### src/rtl/fifo_ctrl.sv
// Pointer/occupancy controller for a register-file FIFO: produces write strobe,
// write/read addresses, occupancy flags and sticky overflow/underflow errors.
module fifo_ctrl #(
  parameter int unsigned ADDR_WIDTH = 3,
  parameter int unsigned AF_MARGIN  = 1,
  parameter int unsigned AE_MARGIN  = 1
) (
  input  logic                  clk,
  input  logic                  reset,
  input  logic                  wr,
  input  logic                  rd,
  input  logic                  clr_err,
  output logic                  w_en,
  output logic [ADDR_WIDTH-1:0] w_addr,
  output logic [ADDR_WIDTH-1:0] r_addr,
  output logic                  empty,
  output logic                  full,
  output logic [ADDR_WIDTH:0]   count,
  output logic                  almost_full,
  output logic                  almost_empty,
  output logic                  overflow,
  output logic                  underflow
);

  localparam int unsigned DEPTH = 2 ** ADDR_WIDTH;
  localparam int unsigned CW    = ADDR_WIDTH + 1;

  logic [ADDR_WIDTH-1:0] w_ptr_q, w_ptr_d;
  logic [ADDR_WIDTH-1:0] r_ptr_q, r_ptr_d;
  logic [CW-1:0]         count_q, count_d;
  logic                  empty_q, empty_d;
  logic                  full_q, full_d;
  logic                  overflow_q, overflow_d;
  logic                  underflow_q, underflow_d;
  logic                  do_wr, do_rd;

  // A write into a full FIFO is still legal when a pop frees the head slot.
  always_comb begin
    do_wr       = wr & (~full_q | rd);
    do_rd       = rd & ~empty_q;
    w_ptr_d     = w_ptr_q;
    r_ptr_d     = r_ptr_q;
    count_d     = count_q;
    empty_d     = empty_q;
    full_d      = full_q;
    overflow_d  = (overflow_q & ~clr_err) | (wr & full_q & ~rd);
    underflow_d = (underflow_q & ~clr_err) | (rd & empty_q);
    unique case ({do_wr, do_rd})
      2'b10: begin
        w_ptr_d = w_ptr_q + ADDR_WIDTH'(1);
        count_d = count_q + CW'(1);
        empty_d = 1'b0;
        full_d  = (w_ptr_d == r_ptr_q);
      end
      2'b01: begin
        r_ptr_d = r_ptr_q + ADDR_WIDTH'(1);
        count_d = count_q - CW'(1);
        full_d  = 1'b0;
        empty_d = (r_ptr_d == w_ptr_q);
      end
      2'b11: begin
        w_ptr_d = w_ptr_q + ADDR_WIDTH'(1);
        r_ptr_d = r_ptr_q + ADDR_WIDTH'(1);
      end
      default: ;
    endcase
  end

  always_ff @(posedge clk or posedge reset) begin
    if (reset) begin
      w_ptr_q     <= '0;
      r_ptr_q     <= '0;
      count_q     <= '0;
      empty_q     <= 1'b1;
      full_q      <= 1'b0;
      overflow_q  <= 1'b0;
      underflow_q <= 1'b0;
    end else begin
      w_ptr_q     <= w_ptr_d;
      r_ptr_q     <= r_ptr_d;
      count_q     <= count_d;
      empty_q     <= empty_d;
      full_q      <= full_d;
      overflow_q  <= overflow_d;
      underflow_q <= underflow_d;
    end
  end

  assign w_en         = do_wr;
  assign w_addr       = w_ptr_q;
  assign r_addr       = r_ptr_q;
  assign empty        = empty_q;
  assign full         = full_q;
  assign count        = count_q;
  assign overflow     = overflow_q;
  assign underflow    = underflow_q;
  // Threshold flags are a pure decode of the registered occupancy.
  assign almost_full  = (count_q >= CW'(DEPTH - AF_MARGIN));
  assign almost_empty = (count_q <= CW'(AE_MARGIN));

endmodule

### config.mk
export PLATFORM = sky130hd
export DESIGN_NAME = fifo_ctrl
export DESIGN_NICKNAME = d
export VERILOG_FILES = /design/src/rtl/fifo_ctrl.sv
export SDC_FILE = /design/constraint.sdc
export NUM_CORES = 1
export LEC_CHECK = 0
export ABC_CLOCK_PERIOD_IN_PS = 1700
export CORE_MARGIN = 2
export CORE_UTILIZATION = 35
export CTS_CLUSTER_SIZE = 14
export DETAILED_ROUTE_END_ITERATION = 7
export GPL_ROUTABILITY_DRIVEN = 0
export PLACE_DENSITY = 0.71
export SYNTH_ARGS = -nofsm -noshare
export SYNTH_HDL_FRONTEND = slang
export SYNTH_SLANG_ARGS = --single-unit
### constraint.sdc
create_clock -name clk -period 1.7 [get_ports clk]
set_input_delay 0.425 -clock clk [delete_from_list [all_inputs] [get_ports clk]]
set_output_delay 0.425 -clock clk [all_outputs]
set_load 0.005 [all_outputs]
==> run metrics, run 1 <==
area leader, netlist=sky130_fd_sc_hd__dfrtp_1; violations in the final reports=negative setup slack; Starting DRT DRC Count=1; DRC violation count after routing=0; transition time at the pin with the least slew margin=552 ps; count of different cell masters after synthesis=23; number of cells traversed by the worst hold path=3; maximum number of pins on one net before global-route repair=15; share of power burned in the clock network=8.2%; pwr/cell area=1850 nW/um2; net switching power figure=0.000947 W; area grow syn2layout=72.1%; # hold bufs at CTS=0; Maximum Capacitance Violations=0; Inserted Diodes=0; arrival time worst endpoint=1280 ps; hold endpoint=overflow; synthesized netlist cell count=75; routed length on met1=835 um; core area=2190 um2; launch instance of the worst min-delay path=wr; final cell count without fillers=149; number of failing hold endpoints at the final stage=0; reg2reg end=w_addr[1]; CTS Buffer Depth=2; fraction of layout cells with a size suffix above 1=42.1%; number of pins with negative max-slew slack in the final report=0; outcome=complete, but fails checks; initial antenna violation count=0; TritonCTS clock tree=yes; relative slew slack=63.2%; routed length per placed instance=12.8 um; commonest cells after routing, fill and taps aside=sky130_fd_sc_hd__buf_4, sky130_fd_sc_hd__clkdlybuf4s50_1, sky130_fd_sc_hd__dfrtp_1; sum of met3 wire segment lengths after detailed routing=71 um; count of antenna-violating nets left after detailed routing=0; height of the chip=51.7 um; highest fanout seen on the critical path=2; net count of the mapped netlist=89; WS Path Type=flip-flop to primary output; critical path data required time=1270 ps; mean instance size in the synthesized netlist=10.6 um2; most common cell after layout, fill and taps aside=sky130_fd_sc_hd__buf_4; setup repair after global routing missed its margin=yes; I/O pin total=22; number of fill cells=176; summed negative setup slack over all endpoints=-0.117 ps; die area=2670 um2; # placed instances=137; number of search-and-repair iterations in the first detailed-routing pass=4; switching fraction of total power=37.3%; clock buffer count from CTS=3; number of warnings issued by yosys=0; internal power consumption=0.00159 W; portion of total power attributed to combinational logic=65.0%; leak pwr=0.638 nW; overflow left after global routing=0; fin nets=136; Final Hold Slack=440 ps; portion of the clock cycle consumed by the worst path in the final layout=100%; endpoint kind of the worst setup timing path=primary output; detailed-route via count=699; number of H-tree levels=1; Yosys reg bits=14; sequential share of the synthesized area=44.1%; final setup margin=-0.117 ps; sequential share of power=26.8%; top layer reached by signal wires=met4; Peak Freq=588 MHz; CTS clock-pin slew for the worst setup and hold paths=90 ps; minimum clock period after layout=1700 ps; reg-to-reg setup timing slack=80 ps; worst supply voltage drop on vdd=1.12 mV; global-route wire length before repair=3.06 mm; wirelength, routed=1.91 mm; total area of sequential cells=357 um2; number of global-route vias before repair=701; proportion of netlist area held by the largest area contributor=40.8%; initial cell density of the core=36.4%; post-detail-place hpwl=1.21 mm; total track usage=15.5%; worst setup skew after layout=7.48 ps; R2R cell count=7; source-to-sink clock delay at the later pin of the worst-skew pair=290 ps; class of the worst hold path=input pin to flip-flop; area of the mapped netlist=797 um2; cell row count=17; routed vias/inst=4.69; startpoint type of the worst setup path=flip-flop; Worst R2R Start=empty; footprint of the multi-input gates=531 um2; width of the die=51.7 um; CTS Root Buffer Type=sky130_fd_sc_hd__clkbuf_4; Finish-stage setup viols=1; Detail Route met2 WL=976 um; quantity of I/O buffers inserted on ports=21; Sink Count=14; most area-consuming cells after synthesis=sky130_fd_sc_hd__dfrtp_1, sky130_fd_sc_hd__ha_1, sky130_fd_sc_hd__xnor2_1, sky130_fd_sc_hd__xor2_1, sky130_fd_sc_hd__inv_1
-- sequential cells by signal, indices dropped and copies added (netlist names) --
name,flops
count,4
w_addr,3
underflow,1
overflow,1
r_addr,3
full,1
empty,1
-- logic make-up after synthesis --
group	count (synthesis)	synth area share (%)
flops	14	44.1
compound gates	10	8.16
simple gates	15	9.89
mux	3	4.08
xor+xnor	13	14.3
buf+inv	11	5.34
fa+ha+maj	9	14.1
-- through the flow --
step / power [W] / area (um2) / setup slack (ps) / util (%)
2_1_floorplan: 0.00131 / 811 / 0.142 / -
5_1_grt: 0.00274 / 1370 / -61.2 / 62.6
3_5_place_dp: 0.00197 / 1160 / -536 / 52.9
4_1_cts: 0.00238 / 1290 / -63.1 / 58.8
3_3_place_gp: 0.00194 / 1160 / -502 / 52.9
6_report: 0.00254 / 1370 / -0.117 / 62.6
-- how the worst max path moves through the flow --
| stage | end | from | depth (start not counted) |
|---|---|---|---|
| after global routing | almost_empty | count[0] | 6 |
| final | almost_empty | count[0] | 6 |
| after CTS | almost_empty | count[0] | 6 |
| after floorplan | count[3] | rd | 6 |
| after global placement | w_en | rd | 5 |
| after detailed placement | w_en | rd | 5 |
-- cell type report --
cell class | count | area share (%)
flip-flops and latches | 14 | 26.0
multi-input cells | 50 | 38.7
well taps | 28 | 2.55
repair buffers | 44 | 28.2
clock buffers | 4 | 1.92
inverters | 9 | 2.65
-- what timing repair did --
item                                    4_1_cts  5_1_grt
endpoints found under the hold margin         0        0
resized for setup                            33       14
pin swaps                                     4        6
setup buffers                                 5        3
endpoints found under the setup margin       15       13
-- cells in the mapped netlist --
cell type,instances
sky130_fd_sc_hd__clkbuf_1,1
sky130_fd_sc_hd__or4b_1,1
sky130_fd_sc_hd__nor2_1,3
sky130_fd_sc_hd__dfrtp_1,13
sky130_fd_sc_hd__o21ai_0,5
sky130_fd_sc_hd__xnor2_1,7
sky130_fd_sc_hd__o22ai_1,1
sky130_fd_sc_hd__mux2i_1,1
sky130_fd_sc_hd__nand2_1,5
sky130_fd_sc_hd__buf_2,1
sky130_fd_sc_hd__nand2b_1,1
sky130_fd_sc_hd__a21oi_2,1
sky130_fd_sc_hd__dfstp_2,1
sky130_fd_sc_hd__a22o_1,2
sky130_fd_sc_hd__nor4_1,2
sky130_fd_sc_hd__nand4b_1,1
sky130_fd_sc_hd__mux2_2,2
sky130_fd_sc_hd__inv_1,9
sky130_fd_sc_hd__ha_1,9
sky130_fd_sc_hd__nor2b_1,1
sky130_fd_sc_hd__nor3_1,1
sky130_fd_sc_hd__a21o_1,1
sky130_fd_sc_hd__xor2_1,6
-- layer usage --
layer | vias up | global-route usage [%]
met2 | 17 | 27.6
met5 | - | 0
met4 | 0 | 5.70
met1 | 340 | 18.0
met3 | 4 | 3.74
li1 | 338 | -
-- power by group through the flow --
| stage | registers, W | clock network [W] | logic, W |
|---|---|---|---|
| final | 0.000681 | 0.000208 | 0.00165 |
| after global routing | 0.000708 | 0.000228 | 0.00180 |
| after CTS | 0.000684 | 0.000209 | 0.00148 |
| after detailed placement | 0.000683 | 0 | 0.00129 |
| after global placement | 0.000674 | 0 | 0.00127 |
| after floorplan | 0.000681 | 0 | 0.000627 |
-- worst max-delay path: stages, from the launching register on --
cell and delay, ps:
sky130_fd_sc_hd__dfrtp_2 430, sky130_fd_sc_hd__buf_6 130, sky130_fd_sc_hd__inv_4 50, sky130_fd_sc_hd__ha_4 140
sky130_fd_sc_hd__nor2_4 30, sky130_fd_sc_hd__nor3_2 80, sky130_fd_sc_hd__buf_2 120
Note: power is estimated with default switching activity, not from simulation.
==> run 2, diff against run 1 <==
--- a/config.mk
+++ b/config.mk
@@ -5,13 +5,15 @@
 export SDC_FILE = /design/constraint.sdc
 export NUM_CORES = 1
 export LEC_CHECK = 0
-export ABC_CLOCK_PERIOD_IN_PS = 1700
+export ABC_CLOCK_PERIOD_IN_PS = 1600
+export CELL_PAD_IN_SITES_DETAIL_PLACEMENT = 0
+export CELL_PAD_IN_SITES_GLOBAL_PLACEMENT = 1
 export CORE_MARGIN = 2
 export CORE_UTILIZATION = 35
 export CTS_CLUSTER_SIZE = 14
 export DETAILED_ROUTE_END_ITERATION = 7
 export GPL_ROUTABILITY_DRIVEN = 0
-export PLACE_DENSITY = 0.71
+export PLACE_DENSITY = 0.84
 export SYNTH_ARGS = -nofsm -noshare
 export SYNTH_HDL_FRONTEND = slang
 export SYNTH_SLANG_ARGS = --single-unit
==> constraint.sdc (replaced) <==
create_clock -name clk -period 1.6 [get_ports clk]
set_input_delay 0.4 -clock clk [delete_from_list [all_inputs] [get_ports clk]]
set_output_delay 0.4 -clock clk [all_outputs]
set_load 0.005 [all_outputs]
==> run metrics, run 2 (same netlist as run 1, synthesis figures left out) <==
# hold bufs at CTS=0; overflow left after global routing=0; maximum number of pins on one net before global-route repair=15; reg2reg end=empty; summed negative setup slack over all endpoints=-61.0 ps; class of the worst hold path=input pin to asynchronous set/reset pin; setup repair after global routing missed its margin=yes; cell row count=17; CTS Buffer Depth=2; routed vias/inst=4.57; commonest cells after routing, fill and taps aside=sky130_fd_sc_hd__buf_4, sky130_fd_sc_hd__dfrtp_1, sky130_fd_sc_hd__clkdlybuf4s50_1; R2R cell count=7; worst setup skew after layout=7.92 ps; TritonCTS clock tree=yes; DP Worst Slack=-598 ps; clock buffer count from CTS=3; most common cell after layout, fill and taps aside=sky130_fd_sc_hd__buf_4; highest fanout seen on the critical path=6; outcome=complete, but fails checks; sequential share of power=23.3%; WS Path Type=flip-flop to primary output; detailed-route via count=708; portion of the clock cycle consumed by the worst path in the final layout=102%; violations in the final reports=negative setup slack; number of search-and-repair iterations in the first detailed-routing pass=4; CTS clock-pin slew for the worst setup and hold paths=90 ps; net switching power figure=0.00108 W; startpoint type of the worst setup path=flip-flop; source-to-sink clock delay at the later pin of the worst-skew pair=290 ps; leak pwr=0.666 nW; width of the die=51.7 um; Final Hold Slack=409 ps; Sink Count=14; CTS Root Buffer Type=sky130_fd_sc_hd__clkbuf_4; critical path data required time=1200 ps; height of the chip=51.7 um; number of pins with negative max-slew slack in the final report=0; share of power burned in the clock network=7.9%; number of failing hold endpoints at the final stage=0; number of H-tree levels=1; arrival time worst endpoint=1230 ps; worst supply voltage drop on vdd=1.23 mV; internal power consumption=0.00173 W; Inserted Diodes=0; reg-to-reg setup timing slack=-10 ps; total track usage=17.6%; DRC violation count after routing=0; die area=2670 um2; Maximum Capacitance Violations=0; initial antenna violation count=0; Worst R2R Start=full; number of flip-flops under the largest register name=4; endpoint kind of the worst setup timing path=primary output; pwr/cell area=2000 nW/um2; global-route wire length before repair=3.32 mm; Finish-stage setup viols=4; Starting DRT DRC Count=6; routed length per placed instance=13.4 um; Peak Freq=612 MHz; core area=2190 um2; fraction of layout cells with a size suffix above 1=44.1%; relative slew slack=64.6%; switching fraction of total power=38.6%; area grow syn2layout=76.1%; post-detail-place hpwl=1.28 mm; fin nets=142; final total power=0.00281 W; initial cell density of the core=36.4%; portion of total power attributed to combinational logic=68.8%; minimum clock period after layout=1630 ps; number of global-route vias before repair=736; wirelength, routed=2.08 mm; transition time at the pin with the least slew margin=527 ps; count of antenna-violating nets left after detailed routing=0; I/O pin total=22; quantity of I/O buffers inserted on ports=21; final setup margin=-34.7 ps
[run 2: cell types whose count changed in the layout (fill, tap and decap cells not counted), moves of 2 or more]
cell / change
sky130_fd_sc_hd__buf_4: +7
sky130_fd_sc_hd__clkdlybuf4s50_1: -4
sky130_fd_sc_hd__dfrtp_1: +3
sky130_fd_sc_hd__dfrtp_2: -3
sky130_fd_sc_hd__clkdlybuf4s15_1: +2
sky130_fd_sc_hd__ha_1: +2
sky130_fd_sc_hd__ha_4: -2
sky130_fd_sc_hd__nor2_2: +2
sky130_fd_sc_hd__nor2_4: -2
sky130_fd_sc_hd__nor4_4: +2
[run 2: timing repair]
action / CTS / global route
resized for setup: 39 / 10
setup endpoints to repair: 25 / 7
buffers inserted: 9 / 4
pin swaps: 3 / 6
endpoints found under the hold margin: 0 / 0
[run 2: layout make-up]
cell class / count / area [um2]
fill: 162 / 787
multi-input combinational: 50 / 536
timing repair buffer: 50 / 418
sequential: 14 / 353
inverter: 9 / 36.3
tap: 28 / 35.0
clock buffer: 4 / 26.3
[run 2: worst max path at each step]
stage                         from      endpoint  slack, ps  depth (start not counted)
after floorplan                 rd      count[3]        -40                          6
after global placement          rd     w_addr[1]       -560                          7
after detailed placement        rd      count[2]       -600                          7
after CTS                 count[1]  almost_empty        -60                          5
after global routing      count[0]  almost_empty       -130                          5
final                     count[0]  almost_empty        -30                          5
[run 2: power by group through the flow]
| stage | Combinational (W) | Sequential [W] | Clock, W |
|---|---|---|---|
| global placement | 0.00144 | 0.000696 | 0 |
| CTS | 0.00173 | 0.000654 | 0.000225 |
| finish | 0.00193 | 0.000655 | 0.000221 |
| floorplan | 0.000724 | 0.000726 | 0 |
| detailed placement | 0.00147 | 0.000699 | 0 |
| global route | 0.00212 | 0.000677 | 0.000241 |
[run 2: stage by stage]
step | instances | area [um2] | util (%)
after floorplan | 75 | 838 | -
after global placement | 138 | 1180 | 54.1
after detailed placement | 138 | 1180 | 54.1
after CTS | 151 | 1330 | 60.8
after global routing | 155 | 1400 | 64.1
final | 155 | 1400 | 64.1
[run 2: worst max-delay path, cell delays in order, from the launching register on]
cell and delay, ps:
sky130_fd_sc_hd__dfrtp_2 460, sky130_fd_sc_hd__inv_2 90, sky130_fd_sc_hd__ha_4 140, sky130_fd_sc_hd__nor2_2 40
sky130_fd_sc_hd__nor3_2 80, sky130_fd_sc_hd__buf_2 130
[run 2: layer usage]
metal	routed length [um]	track usage, %	share of wire, %	up-vias
li1	-	-	-	352
met1	895	20.6	43	334
met2	1070	29.3	51	18
met3	62	2.59	3.0	4
met4	60	12.3	2.9	0
met5	0	0	0	-
